`config.mk`:
```
export PLATFORM = sky130hd
export DESIGN_NAME = lsu_access_ctrl
export DESIGN_NICKNAME = d
export VERILOG_FILES = /design/src/rtl/lsu_pkg.sv /design/src/rtl/lsu_lane_align.sv /design/src/rtl/lsu_access_ctrl.sv
export SDC_FILE = /design/constraint.sdc
export NUM_CORES = 1
export LEC_CHECK = 0
export ABC_AREA = 1
export CORE_MARGIN = 5
export CORE_UTILIZATION = 52
export CTS_CLUSTER_SIZE = 25
export DETAILED_ROUTE_END_ITERATION = 7
export PLACE_DENSITY = 0.81
export SYNTH_ARGS = -nofsm -noshare
export SYNTH_HDL_FRONTEND = slang
export SYNTH_HIERARCHICAL = 1
export SYNTH_SLANG_ARGS = --single-unit
```
`constraint.sdc`:
```
create_clock -name clk -period 3.7 [get_ports clk]
set_input_delay 0.74 -clock clk [delete_from_list [all_inputs] [get_ports clk]]
set_output_delay 0.74 -clock clk [all_outputs]
set_load 0.01 [all_outputs]
```
`src/rtl/lsu_pkg.sv`:
```
// Shared definitions for the MIPS32 load/store access controller.
// Opcodes, status codes and controller state encoding.
package lsu_pkg;

  localparam logic [5:0] OP_LB  = 6'h20;
  localparam logic [5:0] OP_LH  = 6'h21;
  localparam logic [5:0] OP_LW  = 6'h23;
  localparam logic [5:0] OP_LBU = 6'h24;
  localparam logic [5:0] OP_LHU = 6'h25;
  localparam logic [5:0] OP_SB  = 6'h28;
  localparam logic [5:0] OP_SH  = 6'h29;
  localparam logic [5:0] OP_SW  = 6'h2b;

  localparam logic [1:0] ERR_OK      = 2'b00;
  localparam logic [1:0] ERR_ALIGN   = 2'b01;
  localparam logic [1:0] ERR_ILLEGAL = 2'b10;
  localparam logic [1:0] ERR_TIMEOUT = 2'b11;

  typedef enum logic [1:0] {
    IDLE,
    CALC,
    ACCESS,
    DONE
  } state_e;

  function automatic logic [31:0] sext16(
    input logic [15:0] v
  );
    return {{16{v[15]}}, v};
  endfunction

endpackage

```
`src/rtl/lsu_lane_align.sv`:
```
// Opcode size/sign decode, alignment check, byte-lane
// steering for stores and lane extraction for loads.
module lsu_lane_align
  import lsu_pkg::*;
(
  input  logic [5:0]  opcode,
  input  logic [1:0]  ea_lo,
  input  logic [31:0] rt,
  input  logic [31:0] rdata,
  output logic        illegal,
  output logic        misaligned,
  output logic        is_store,
  output logic [3:0]  be,
  output logic [31:0] wdata,
  output logic [31:0] ldata
);

  logic        is_b;
  logic        is_h;
  logic        is_w;
  logic        sgn;
  logic [31:0] shifted;

  assign is_b = (opcode == OP_LB)
              | (opcode == OP_LBU)
              | (opcode == OP_SB);
  assign is_h = (opcode == OP_LH)
              | (opcode == OP_LHU)
              | (opcode == OP_SH);
  assign is_w = (opcode == OP_LW)
              | (opcode == OP_SW);

  assign is_store = (opcode == OP_SB)
                  | (opcode == OP_SH)
                  | (opcode == OP_SW);
  assign sgn      = (opcode == OP_LB)
                  | (opcode == OP_LH);

  assign illegal    = ~(is_b | is_h | is_w);
  assign misaligned = (is_h & ea_lo[0])
                    | (is_w & (|ea_lo));

  // Bring the addressed lane down to bit 0.
  assign shifted = rdata >> {ea_lo, 3'b000};

  always_comb begin
    be    = '0;
    wdata = '0;
    ldata = '0;
    unique case (1'b1)
      is_b: begin
        be    = 4'b0001 << ea_lo;
        wdata = {4{rt[7:0]}};
        ldata = {{24{sgn & shifted[7]}},
                 shifted[7:0]};
      end
      is_h: begin
        be    = 4'b0011 << ea_lo;
        wdata = {2{rt[15:0]}};
        ldata = {{16{sgn & shifted[15]}},
                 shifted[15:0]};
      end
      is_w: begin
        be    = 4'b1111;
        wdata = rt;
        ldata = rdata;
      end
      default: ;
    endcase
    if (is_store) begin
      ldata = '0;
    end else begin
      wdata = '0;
    end
  end

endmodule

```
`src/rtl/lsu_access_ctrl.sv`:
```
// Load/store sequencing controller: EA formation, alignment,
// single-port memory handshake with timeout, result return.
module lsu_access_ctrl
  import lsu_pkg::*;
#(
  parameter int TIMEOUT_CYCLES = 16,
  parameter int CNT_W          = 8
) (
  input  logic        clk,
  input  logic        reset_n,
  input  logic        req_valid,
  output logic        req_ready,
  input  logic [5:0]  req_opcode,
  input  logic [31:0] req_rs,
  input  logic [31:0] req_rt,
  input  logic [15:0] req_imm,
  output logic        mem_req,
  output logic        mem_we,
  output logic [31:0] mem_addr,
  output logic [3:0]  mem_be,
  output logic [31:0] mem_wdata,
  input  logic        mem_ack,
  input  logic [31:0] mem_rdata,
  output logic        done,
  output logic [31:0] load_data,
  output logic [1:0]  err
);

  state_e             state_q, state_d;
  logic [5:0]         op_q, op_d;
  logic [31:0]        rs_q, rs_d;
  logic [31:0]        rt_q, rt_d;
  logic [15:0]        imm_q, imm_d;
  logic [31:0]        ea_q, ea_d;
  logic [CNT_W-1:0]   cnt_q, cnt_d;
  logic [31:0]        ld_q, ld_d;
  logic [1:0]         err_q, err_d;

  logic [31:0] ea_sum;
  logic [1:0]  ea_lo;
  logic        accept;
  logic        timeout_hit;
  logic        illegal;
  logic        misaligned;
  logic        is_store;
  logic [3:0]  be;
  logic [31:0] wdata;
  logic [31:0] ldata;

  assign ea_sum = rs_q + sext16(imm_q);
  // Alignment is judged in CALC before EA is registered.
  assign ea_lo  = (state_q == CALC) ? ea_sum[1:0]
                                    : ea_q[1:0];
  assign accept = req_valid & (state_q == IDLE);
  assign timeout_hit =
    (cnt_q == CNT_W'(TIMEOUT_CYCLES - 1));

  lsu_lane_align u_align (
    .opcode     (op_q),
    .ea_lo      (ea_lo),
    .rt         (rt_q),
    .rdata      (mem_rdata),
    .illegal    (illegal),
    .misaligned (misaligned),
    .is_store   (is_store),
    .be         (be),
    .wdata      (wdata),
    .ldata      (ldata)
  );

  always_ff @(posedge clk or negedge reset_n) begin
    if (!reset_n) begin
      state_q <= IDLE;
      op_q    <= '0;
      rs_q    <= '0;
      rt_q    <= '0;
      imm_q   <= '0;
      ea_q    <= '0;
      cnt_q   <= '0;
      ld_q    <= '0;
      err_q   <= ERR_OK;
    end else begin
      state_q <= state_d;
      op_q    <= op_d;
      rs_q    <= rs_d;
      rt_q    <= rt_d;
      imm_q   <= imm_d;
      ea_q    <= ea_d;
      cnt_q   <= cnt_d;
      ld_q    <= ld_d;
      err_q   <= err_d;
    end
  end

  always_comb begin
    state_d = state_q;
    unique case (state_q)
      IDLE: begin
        if (accept) state_d = CALC;
      end
      CALC: begin
        if (illegal | misaligned) state_d = DONE;
        else                      state_d = ACCESS;
      end
      ACCESS: begin
        if (mem_ack | timeout_hit) state_d = DONE;
      end
      DONE: state_d = IDLE;
      default: state_d = IDLE;
    endcase
  end

  always_comb begin
    op_d  = op_q;
    rs_d  = rs_q;
    rt_d  = rt_q;
    imm_d = imm_q;
    ea_d  = ea_q;
    cnt_d = cnt_q;
    ld_d  = ld_q;
    err_d = err_q;
    if (accept) begin
      op_d  = req_opcode;
      rs_d  = req_rs;
      rt_d  = req_rt;
      imm_d = req_imm;
    end
    if (state_q == CALC) begin
      ea_d  = ea_sum;
      cnt_d = '0;
      if (illegal) begin
        ld_d  = '0;
        err_d = ERR_ILLEGAL;
      end else if (misaligned) begin
        ld_d  = '0;
        err_d = ERR_ALIGN;
      end
    end
    // A late ack on the final cycle still completes.
    if (state_q == ACCESS) begin
      if (mem_ack) begin
        ld_d  = ldata;
        err_d = ERR_OK;
      end else if (timeout_hit) begin
        ld_d  = '0;
        err_d = ERR_TIMEOUT;
      end else begin
        cnt_d = cnt_q + 1'b1;
      end
    end
  end

  always_comb begin
    req_ready = (state_q == IDLE);
    mem_req   = (state_q == ACCESS);
    mem_we    = mem_req & is_store;
    mem_addr  = '0;
    mem_be    = '0;
    mem_wdata = '0;
    if (mem_req) begin
      mem_addr  = {ea_q[31:2], 2'b00};
      mem_be    = be;
      mem_wdata = wdata;
    end
    done      = (state_q == DONE);
    load_data = ld_q;
    err       = err_q;
  end

endmodule

```
# After elaboration in Yosys (flattened, before gate mapping)
# Cells that the tools add are included.
[op_classes] n_addsub=2 eq_ne=14 shift=3 muxes=29 n_bitwise=20 n_reduce_logical=3
[op_table] cell="32-bit 2-to-1 mux" n=10
[op_table] cell="32-bit one-hot mux with 3 select lines" n=2
[op_table] cell="6-bit equality test, second input constant" n=8
[op_table] cell="32-bit adder" n=1
[op_table] cell="8-bit 2-to-1 mux" n=4
[op_table] cell="32-bit by 5-bit >> shifter with 16-bit output" n=1
[op_table] cell="2-bit 2-to-1 mux" n=9
[op_table] cell="1-bit OR" n=13
[op_table] cell="4-bit one-hot mux with 3 select lines" n=1
[op_table] cell="8-bit by 1-bit adder with 8-bit output, second input constant" n=1
[op_table] cell="8-bit by 4-bit equality test with 1-bit output, second input constant" n=1
[op_table] cell="2-bit one-hot mux with 4 select lines" n=1
[op_table] cell="1-bit bitwise AND" n=6
[op_table] cell="2-bit equality test, second input constant" n=2
[op_table] cell="4-bit 2-to-1 mux" n=1
[op_table] cell="2-bit by 1-bit != test with 1-bit output, second input constant" n=2
[op_table] cell="1-bit by 2-bit << shifter with 4-bit output, first input constant" n=1
[op_table] cell="2-bit by 2-bit << shifter with 4-bit output, first input constant" n=1
[op_table] cell="2-bit by 1-bit equality test with 1-bit output, second input constant" n=1
[op_table] cell="2-bit logical NOT" n=1
[op_table] cell="2-bit AND reduction" n=1
[op_table] cell="2-bit OR reduction" n=1
[op_table] cell="1-bit 2-to-1 mux" n=1
[op_table] cell="1-bit inverter" n=1
[word_totals] reg_bits=162 wordCells=80

# Logic depth before layout (Yosys ltp)
[logic_depth] depth_word=11 mapped_depth=19 ltp_nobuf=15

# Cells and area by module
# The synthesis kept the hierarchy.
[by_module_without_submodules] mod="lsu_access_ctrl" n_inst=1 cells_each=1144 area_per_inst_um2=9177.6 seq_area_each_um2=4053.9
[by_module_without_submodules] mod="lsu_lane_align" n_inst=1 cells_each=380 area_per_inst_um2=1607.8 seq_area_each_um2=0.0

# Worst setup path after synthesis
# Ideal clock, no wire load.
[synth_path] kind="register to output" start="register state_q[1]" end="output mem_be[2]" arrival_ns=2.253 required_time_ns=2.960 setup_slack_ns=0.707 stages_incl_launch_ff=16 path_buffers=4 cell_sequence="dfrtp_1 -> inv_1 -> ha_1 -> inv_1 -> buf_2 -> clkbuf_1 -> nand2_1 -> nand2_1 -> buf_4 -> inv_2 -> nor2_1 -> buf_4 -> nand2_1 -> o211ai_1 -> nand2_1 -> inv_1"
[synth_between] elab_chain_len=5 elab_cells_between_ends=7 cone_classes="eq/ne: 2; shift: 2; mux: 3"
[synth_lines] element="start: declaration" line="lsu_access_ctrl.sv:29" rtl="state_e state_q, state_d;"
[synth_lines] element="start signal: assignment" line="lsu_access_ctrl.sv:83" rtl="state_q <= state_d;"
[synth_lines] element="2-bit by 1-bit equality test with 1-bit output *" line="lsu_access_ctrl.sv:52" rtl="assign ea_lo = (state_q == CALC) ? ea_sum[1:0]"
[synth_lines] element="2-bit 2-to-1 mux *" line="lsu_access_ctrl.sv:52"
[synth_lines] element="net ea_lo[0]" line="lsu_access_ctrl.sv:40" rtl="logic [1:0] ea_lo;"
[synth_lines] element="2-bit by 2-bit << shifter with 4-bit output / 1-bit by 2-bit << shifter with 4-bit output (equally long branches)" line="lsu_lane_align.sv:58, lsu_lane_align.sv:52"
[synth_lines] element="4-bit one-hot mux with 3 select lines *" line="lsu_lane_align.sv:50" rtl="unique case (1'b1)"
[synth_lines] element="net be[2]" line="lsu_access_ctrl.sv:46" rtl="logic [3:0] be;"
[synth_lines] element="4-bit 2-to-1 mux *" line="lsu_access_ctrl.sv:160" rtl="if (mem_req) begin"
[synth_lines] element="end: declaration" line="lsu_access_ctrl.sv:20" rtl="output logic [3:0] mem_be,"
# Mark *: on every way through the listed nets, which the timed path passes. The rest lies on a longest branch.

# Worst setup path after layout
[layout_path] start="register rs_q[0]" end="output mem_be[1]"
[layout_between] elab_chain_len=5 elab_cells_between_ends=6 cone_classes="add/sub: 1; shift: 2; mux: 3"
[layout_lines] element="start: declaration" line="lsu_access_ctrl.sv:31" rtl="logic [31:0] rs_q, rs_d;"
[layout_lines] element="start signal: assignment" line="lsu_access_ctrl.sv:85" rtl="rs_q <= rs_d;"
[layout_lines] element="32-bit adder *" line="lsu_access_ctrl.sv:50" rtl="assign ea_sum = rs_q + sext16(imm_q);"
[layout_lines] element="net ea_sum[1]" line="lsu_access_ctrl.sv:39" rtl="logic [31:0] ea_sum;"
[layout_lines] element="2-bit 2-to-1 mux *" line="lsu_access_ctrl.sv:52"
[layout_lines] element="net ea_lo[1]" line="lsu_access_ctrl.sv:40"
[layout_lines] element="2-bit by 2-bit << shifter with 4-bit output / 1-bit by 2-bit << shifter with 4-bit output (equally long branches)" line="lsu_lane_align.sv:58, lsu_lane_align.sv:52"
[layout_lines] element="4-bit one-hot mux with 3 select lines *" line="lsu_lane_align.sv:50"
[layout_lines] element="net be[1]" line="lsu_access_ctrl.sv:46"
[layout_lines] element="4-bit 2-to-1 mux *" line="lsu_access_ctrl.sv:160"
# Marks and branches as above.

==> results.cfg <==
[critical_path]
critPathBufInv = 3
reg2reg_from = rs_q[0]
max_stage_delay_ns = 0.55
path_cells = ha_1, fa_1, nand2_1, nand2_2, inv_1, nand2_1, o21ai_0, nand2_1, inv_1, clkdlybuf4s50_1
cp-end-kind = output pin
crit_family = buffers and inverters
rr_endpoint = load_data[17]
arrival_ns = 2.82
cpMaxStageDelayCell = clkdlybuf4s50_1
crit_type = reg -> out
cp.depth = 10
rr_worst_depth = 10
cp-startpoint = rs_q[0]
reg2reg_slack_ns = 0.74
endpoint = mem_be[1]
crit_path_start_kind = flip-flop
cpMostUsedCell = nand2_1
required_ns = 2.96
crit_fanout = 6

[sta]
finalSetupViolations = 0
final-hold-violation-count = 0
clock.fmax_mhz = 281
setup_ws_ns = 0.143
post-route-period-util = 0.961
rsz0062_at_grt = false
maxSlewHeadroom = 0.488
post-route-min-period_ns = 3.56
skew_ns = 0.0103
whs_ns = 0.301
setup_tns_ns = 0
worst_pin_slew_ns = 0.766
drv_slew = 0

[layout]
post-route-cell-area_um2 = 13900
fillers = 1770
final_layout_size_suffix_gt1_frac = 0.101
syn2layout_area_growth_pct = 28.9
final_cell_mix = nand2_1, inv_1, clkdlybuf4s50_1
nets = 1894
final_common_cell = nand2_1

[floorplan]
ios = 228
initial_utilization = 0.531
design.die.area_um2 = 23700
die_h_um = 154
rows = 52
die_x_um = 154
core-area_um2 = 20300

[clocking]
cts.clk_slew.worst_paths_ns = 0.07
cts-htree-levels = 4
cts.sinks = 162
cts_tree = done
cts_buffer_depth = 2
insertion_delay_ns = 0.44
post-cts-setup-buffers = 0
clockRootBuffer = clkbuf_16
cts-buffers-inserted = 17

[synth]
synth_area_um2 = 10800
avgSynthCellArea_um2 = 7.08
synth_cell_types = 41
synthCells = 1524
ys_async_sr_fraction = 1.00
synth_seq_cells = 162
seq_area_frac_synth = 0.376
yosysWarningCount = 6
synth-main-ff-cell = dfrtp_1
synth_edf_count = 0

[placed_design]
dp_slack_ns = 0.527
port_buffers = 225
dpl.hpwl_mm = 23.8
placed_cell_area_um2 = 13300
place.gp.congestion = 0.977

[drt]
drt-initial-drc-count = 659
routed_wl_mm = 31.2
vias = 10200
postRouteAntennaNets = 0
wl_per_cell_um = 15.4
post-route-drc-count = 0
firstDrtPassIters = 5
routed_via_density = 5.04

[global_route]
grt_pass1_vias = 10100
overflow = 0
grt_max_degree = 72
antenna_found_initial = 1
grt_pass1_wl_mm = 51.8
gr-usage-all-layers = 0.266

[flow_run]
max-cap-violations = 0

[pwr]
power_leakage_uw = 0.00742
vdd_drop_max_mv = 0.434
power_density_nw_per_um2 = 868

[status]
outcome = finished clean

[min_path]
hold_class = in -> async
-- timing repair --
item | CTS | global route
hold buffers | 0 | 0
gates resized for setup | 0 | 4
endpoints found under the setup margin | 0 | 18
-- cells in the mapped netlist, types with 12 or more instances --
master,n,area (µm²)
buf_2,21,105
clkbuf_1,15,56.3
ha_1,36,450
o21ai_1,24,120
xnor2_1,16,140
mux2_2,86,968
o21ai_0,75,375
inv_1,284,1070
dfrtp_1,162,4050
nand3_1,75,375
a21oi_1,45,225
nand2_1,513,1930
nor2_1,92,345
buf_4,12,90.1
-- per-stage QoR --
step / total power [µW] / util / std cells
finish: 12100 / 0.685 / 2019
global route: 13100 / 0.685 / 2019
CTS: 12100 / 0.684 / 2018
detailed placement: 10200 / 0.655 / 1986
global placement: 9980 / 0.655 / 1986
floorplan: 8010 / - / 1525
-- metal layers --
metal,up-vias,track usage,part of all wire
li1,5092,-,-
met1,4739,0.351,0.43
met2,283,0.446,0.48
met3,55,0.0467,0.056
met4,0,0.0883,0.027
met5,-,0,0
-- worst min path at each step --
stage,startpoint,endpoint,slack [ns],cells after the start
2_1_floorplan,reset_n,cnt_q[0],0.44,0
3_3_place_gp,cnt_q[7],cnt_q[7],0.46,1
3_5_place_dp,ea_q[19],ea_q[19],0.47,2
4_1_cts,reset_n,rs_q[22],0.34,1
5_1_grt,reset_n,rs_q[19],0.36,1
6_report,reset_n,rs_q[19],0.30,1
-- power breakdown --
part	switching, µW	leakage (µW)	internal (µW)
sequential	528	0.00202	2550
combinational	4310	0.00512	2850
clock	798	0.000285	1030
total	5630	0.00742	6430
-- kinds of logic (layout without fill, tap and decap cells) --
kind of cell,count (synthesis),count (layout),share of synthesized area
adders and majority gates,37,37,0.0436
other,1,3,0.000348
buffers and inverters,342,565,0.126
DFF,162,162,0.376
and+or+nand+nor,723,723,0.276
muxes,86,86,0.0898
AOI/OAI and AO/OA,155,155,0.0746
xor gates and xnor gates,18,18,0.0146
-- layout make-up --
class / count / area, µm² / share of cell area
Antenna cell: 1 / 2.50 / 0.000180
Tap cell: 270 / 338 / 0.0243
Clock inverter: 13 / 150 / 0.0108
Sequential cell: 162 / 4050 / 0.292
Clock buffer: 19 / 443 / 0.0319
Inverter: 291 / 1090 / 0.0787
Multi-Input combinational cell: 1021 / 5400 / 0.389
Timing Repair Buffer: 242 / 2420 / 0.174
-- state kept, by name, summed over array words and instances (netlist names) --
name,cells
state_q,2
err,2
op_q,6
imm_q,16
rt_q,32
ea_q,32
cnt_q,8
rs_q,32
load_data,32
Note: power is estimated with default switching activity, not from simulation.
==> RTL edit, RTL diff (config.mk and constraints unchanged) <==
The parameter `CNT_W` goes from 8 to 10.
--- a/src/rtl/lsu_access_ctrl.sv
+++ b/src/rtl/lsu_access_ctrl.sv
@@ -4,7 +4,7 @@
   import lsu_pkg::*;
 #(
   parameter int TIMEOUT_CYCLES = 16,
-  parameter int CNT_W          = 8
+  parameter int CNT_W          = 10
 ) (
   input  logic        clk,
   input  logic        reset_n,
Check against the original RTL: no difference found for any inputs over 4 cycles, from zero or initial values and one cycle with reset_n low; that may be too few to reach the edited logic, so the function may still have changed.
==> RTL edit against the unedited design <==
Final cell count rose by 0.99%. Power about the same. Worst setup slack gained 0.013 ns. Count of clock-buffer cells in the layout grew 1. Wire length shrank 1.1%. Combinational power barely moved. Sequential cell count rose by 2. Sequential share of layout area decreased by 0.082 points. Cell area is 1.5% higher. Synthesized area rose by 1.9%. Clock power down 2%. Die area increased by 1.8%.
==> RTL edit: results (changes against the unedited design) <==
| Metric | Value |
|---|---|
| Status | `complete, no violations` |
| Drt first-iter violations | `832 (+26%)` |
| Top sig layer | `met4` |
| DR WL/cell | `15.11 µm (-2.1%)` |
| Clock Skew | `0.01085 ns (+0.0005982 ns)` |
| First-pass GRT wire length | `50570 µm (-2.3%)` |
| DR vias | `10336 (+1.6%)` |
| Yosys Warn Count | `6 (unchanged)` |
| Sequential area share after synthesis | `0.3735 (-0.002379)` |
| Worst R2R Setup Slack | `0.67 ns (-0.07 ns)` |
| Slowest-stage cell, CP | `fa_1` |
| H-tree depth | `4 (unchanged)` |
| Worst ir drop on vdd | `0.4479 mV (+3.2%)` |
| Post-synth EDFFs | `0 (unchanged)` |
| Fin. Hold Viols | `0 (unchanged)` |
| NumNets Final | `1912 (+0.95%)` |
| CTS Buf Count | `17 (unchanged)` |
| Initial antenna violation count | `0 (-1)` |
| # diodes | `0 (-1)` |
| CP top delay family | `adder cells` |
| Grt met2 use | `0.4148 (-0.03108)` |
| Global-route usage over all layers | `0.2563 (-0.01004)` |
| FFs w/ async S/R, synth | `1.000 (unchanged)` |
| Xor/xnor cell area share of the yosys netlist | `0.01196 (-0.002661)` |
| Global Route met3 Usage | `0.04924 (+0.002580)` |
| Synth Area in Adders | `0.04281 (-0.0008046)` |
| Slew HR | `0.4889 (+0.0008150)` |
| Met3 Wirelength | `2041 µm (+17%)` |
| M1 GR Usage | `0.3414 (-0.009323)` |
| Post-CTS Setup Repair Bufs | `1 (+1)` |
| Share of cells above drive strength 1 | `0.1088 (+0.008157)` |
| Clk slew on worst S/H paths | `0.07 ns (about the same)` |
| Max clock buf depth | `2 (unchanged)` |
| Post_cts resized | `0 (unchanged)` |
| Peak per-stage delay on the critical path | `0.52 ns (-0.03 ns)` |
| RD Place Congestion | `0.9565 (-2.1%)` |
| Leak | `7.509 nW (+1.2%)` |
| Commonest cells post-synth | `nand2_1, inv_1, dfrtp_1` |
| Post-synth cell types | `44 (+7.3%)` |
| Met1 wire length | `13380 µm (-0.95%)` |
| Worst-path maximum fanout | `5 (-1)` |
| Busiest grt layer | `met2` |
| CP arrival | `2.80 ns (-0.02 ns)` |
| DRT Pass-1 Iters | `6 (+1)` |
| Largest cells by area after synthesis | `dfrtp_1, nand2_1, inv_1` |
| Met2 WL | `14450 µm (-4.0%)` |
| Largest net degree at the start of global routing | `72 (unchanged)` |
| Dpl hpwl | `23330 µm (-2.0%)` |
| Compound-Gate Fraction of Synth Area | `0.08893 (+0.01434)` |
| Mux contribution to synthesized area | `0.08813 (-0.001656)` |
| Clk root buf | `clkbuf_16` |
| HP Class | `in2async` |
| Clk_lat worst skew | `0.43 ns` |
-- RTL edit: power breakdown --
part           internal [mW]  leakage [nW]  total (mW)  switching [mW]
Sequential              2.57          2.05        3.10           0.528
Combinational           2.84          5.19        7.17            4.33
Clock                   1.05         0.273        1.79           0.747
Total                   6.46          7.51        12.1            5.60
-- RTL edit: worst paths after layout --
kind                          start            end  depth (start not counted)
setup / recovery            rs_q[0]      mem_be[3]                          9
hold / removal              reset_n       ea_q[10]                          1
setup reg to reg            rs_q[0]   load_data[0]                         10
hold reg to reg            ea_q[30]       ea_q[30]                          2
max in group asynchronous   reset_n  load_data[19]                          2
min in group clk           ea_q[30]       ea_q[30]                          2
-- RTL edit: layout make-up --
class                   instances  area [µm²]
clock inverters                10       123.9
inverters                     291        1097
multi-input cells            1034        5532
clock buffers                  20       466.7
flip-flops and latches        164        4104
fillers                      1814        6778
repair buffers                245        2444
well taps                     275       344.1
-- RTL edit: cell families after synthesis --
| family | count (synthesis) |
|---|---|
| AND/OR/NAND/NOR | 733 |
| flip-flops | 164 |
| buffers and inverters | 343 |
| multiplexers | 86 |
| other | 1 |
| AO/OA/AOI/OAI | 161 |
| XOR/XNOR | 15 |
| adder cells (fa/ha/maj) | 37 |
-- RTL edit: metrics by stage --
stage | hold WS, ns | setup WS (ns) | cell area (µm²) | instances
after floorplan | 0.4391 | 0.5898 | 10990 | 1541
after global placement | 0.4640 | 0.4886 | 13500 | 2007
after detailed placement | 0.4665 | 0.4137 | 13500 | 2007
after CTS | 0.3384 | 0.008705 | 14100 | 2038
after global routing | 0.3627 | 0.01219 | 14110 | 2039
final | 0.3070 | 0.1561 | 14110 | 2039
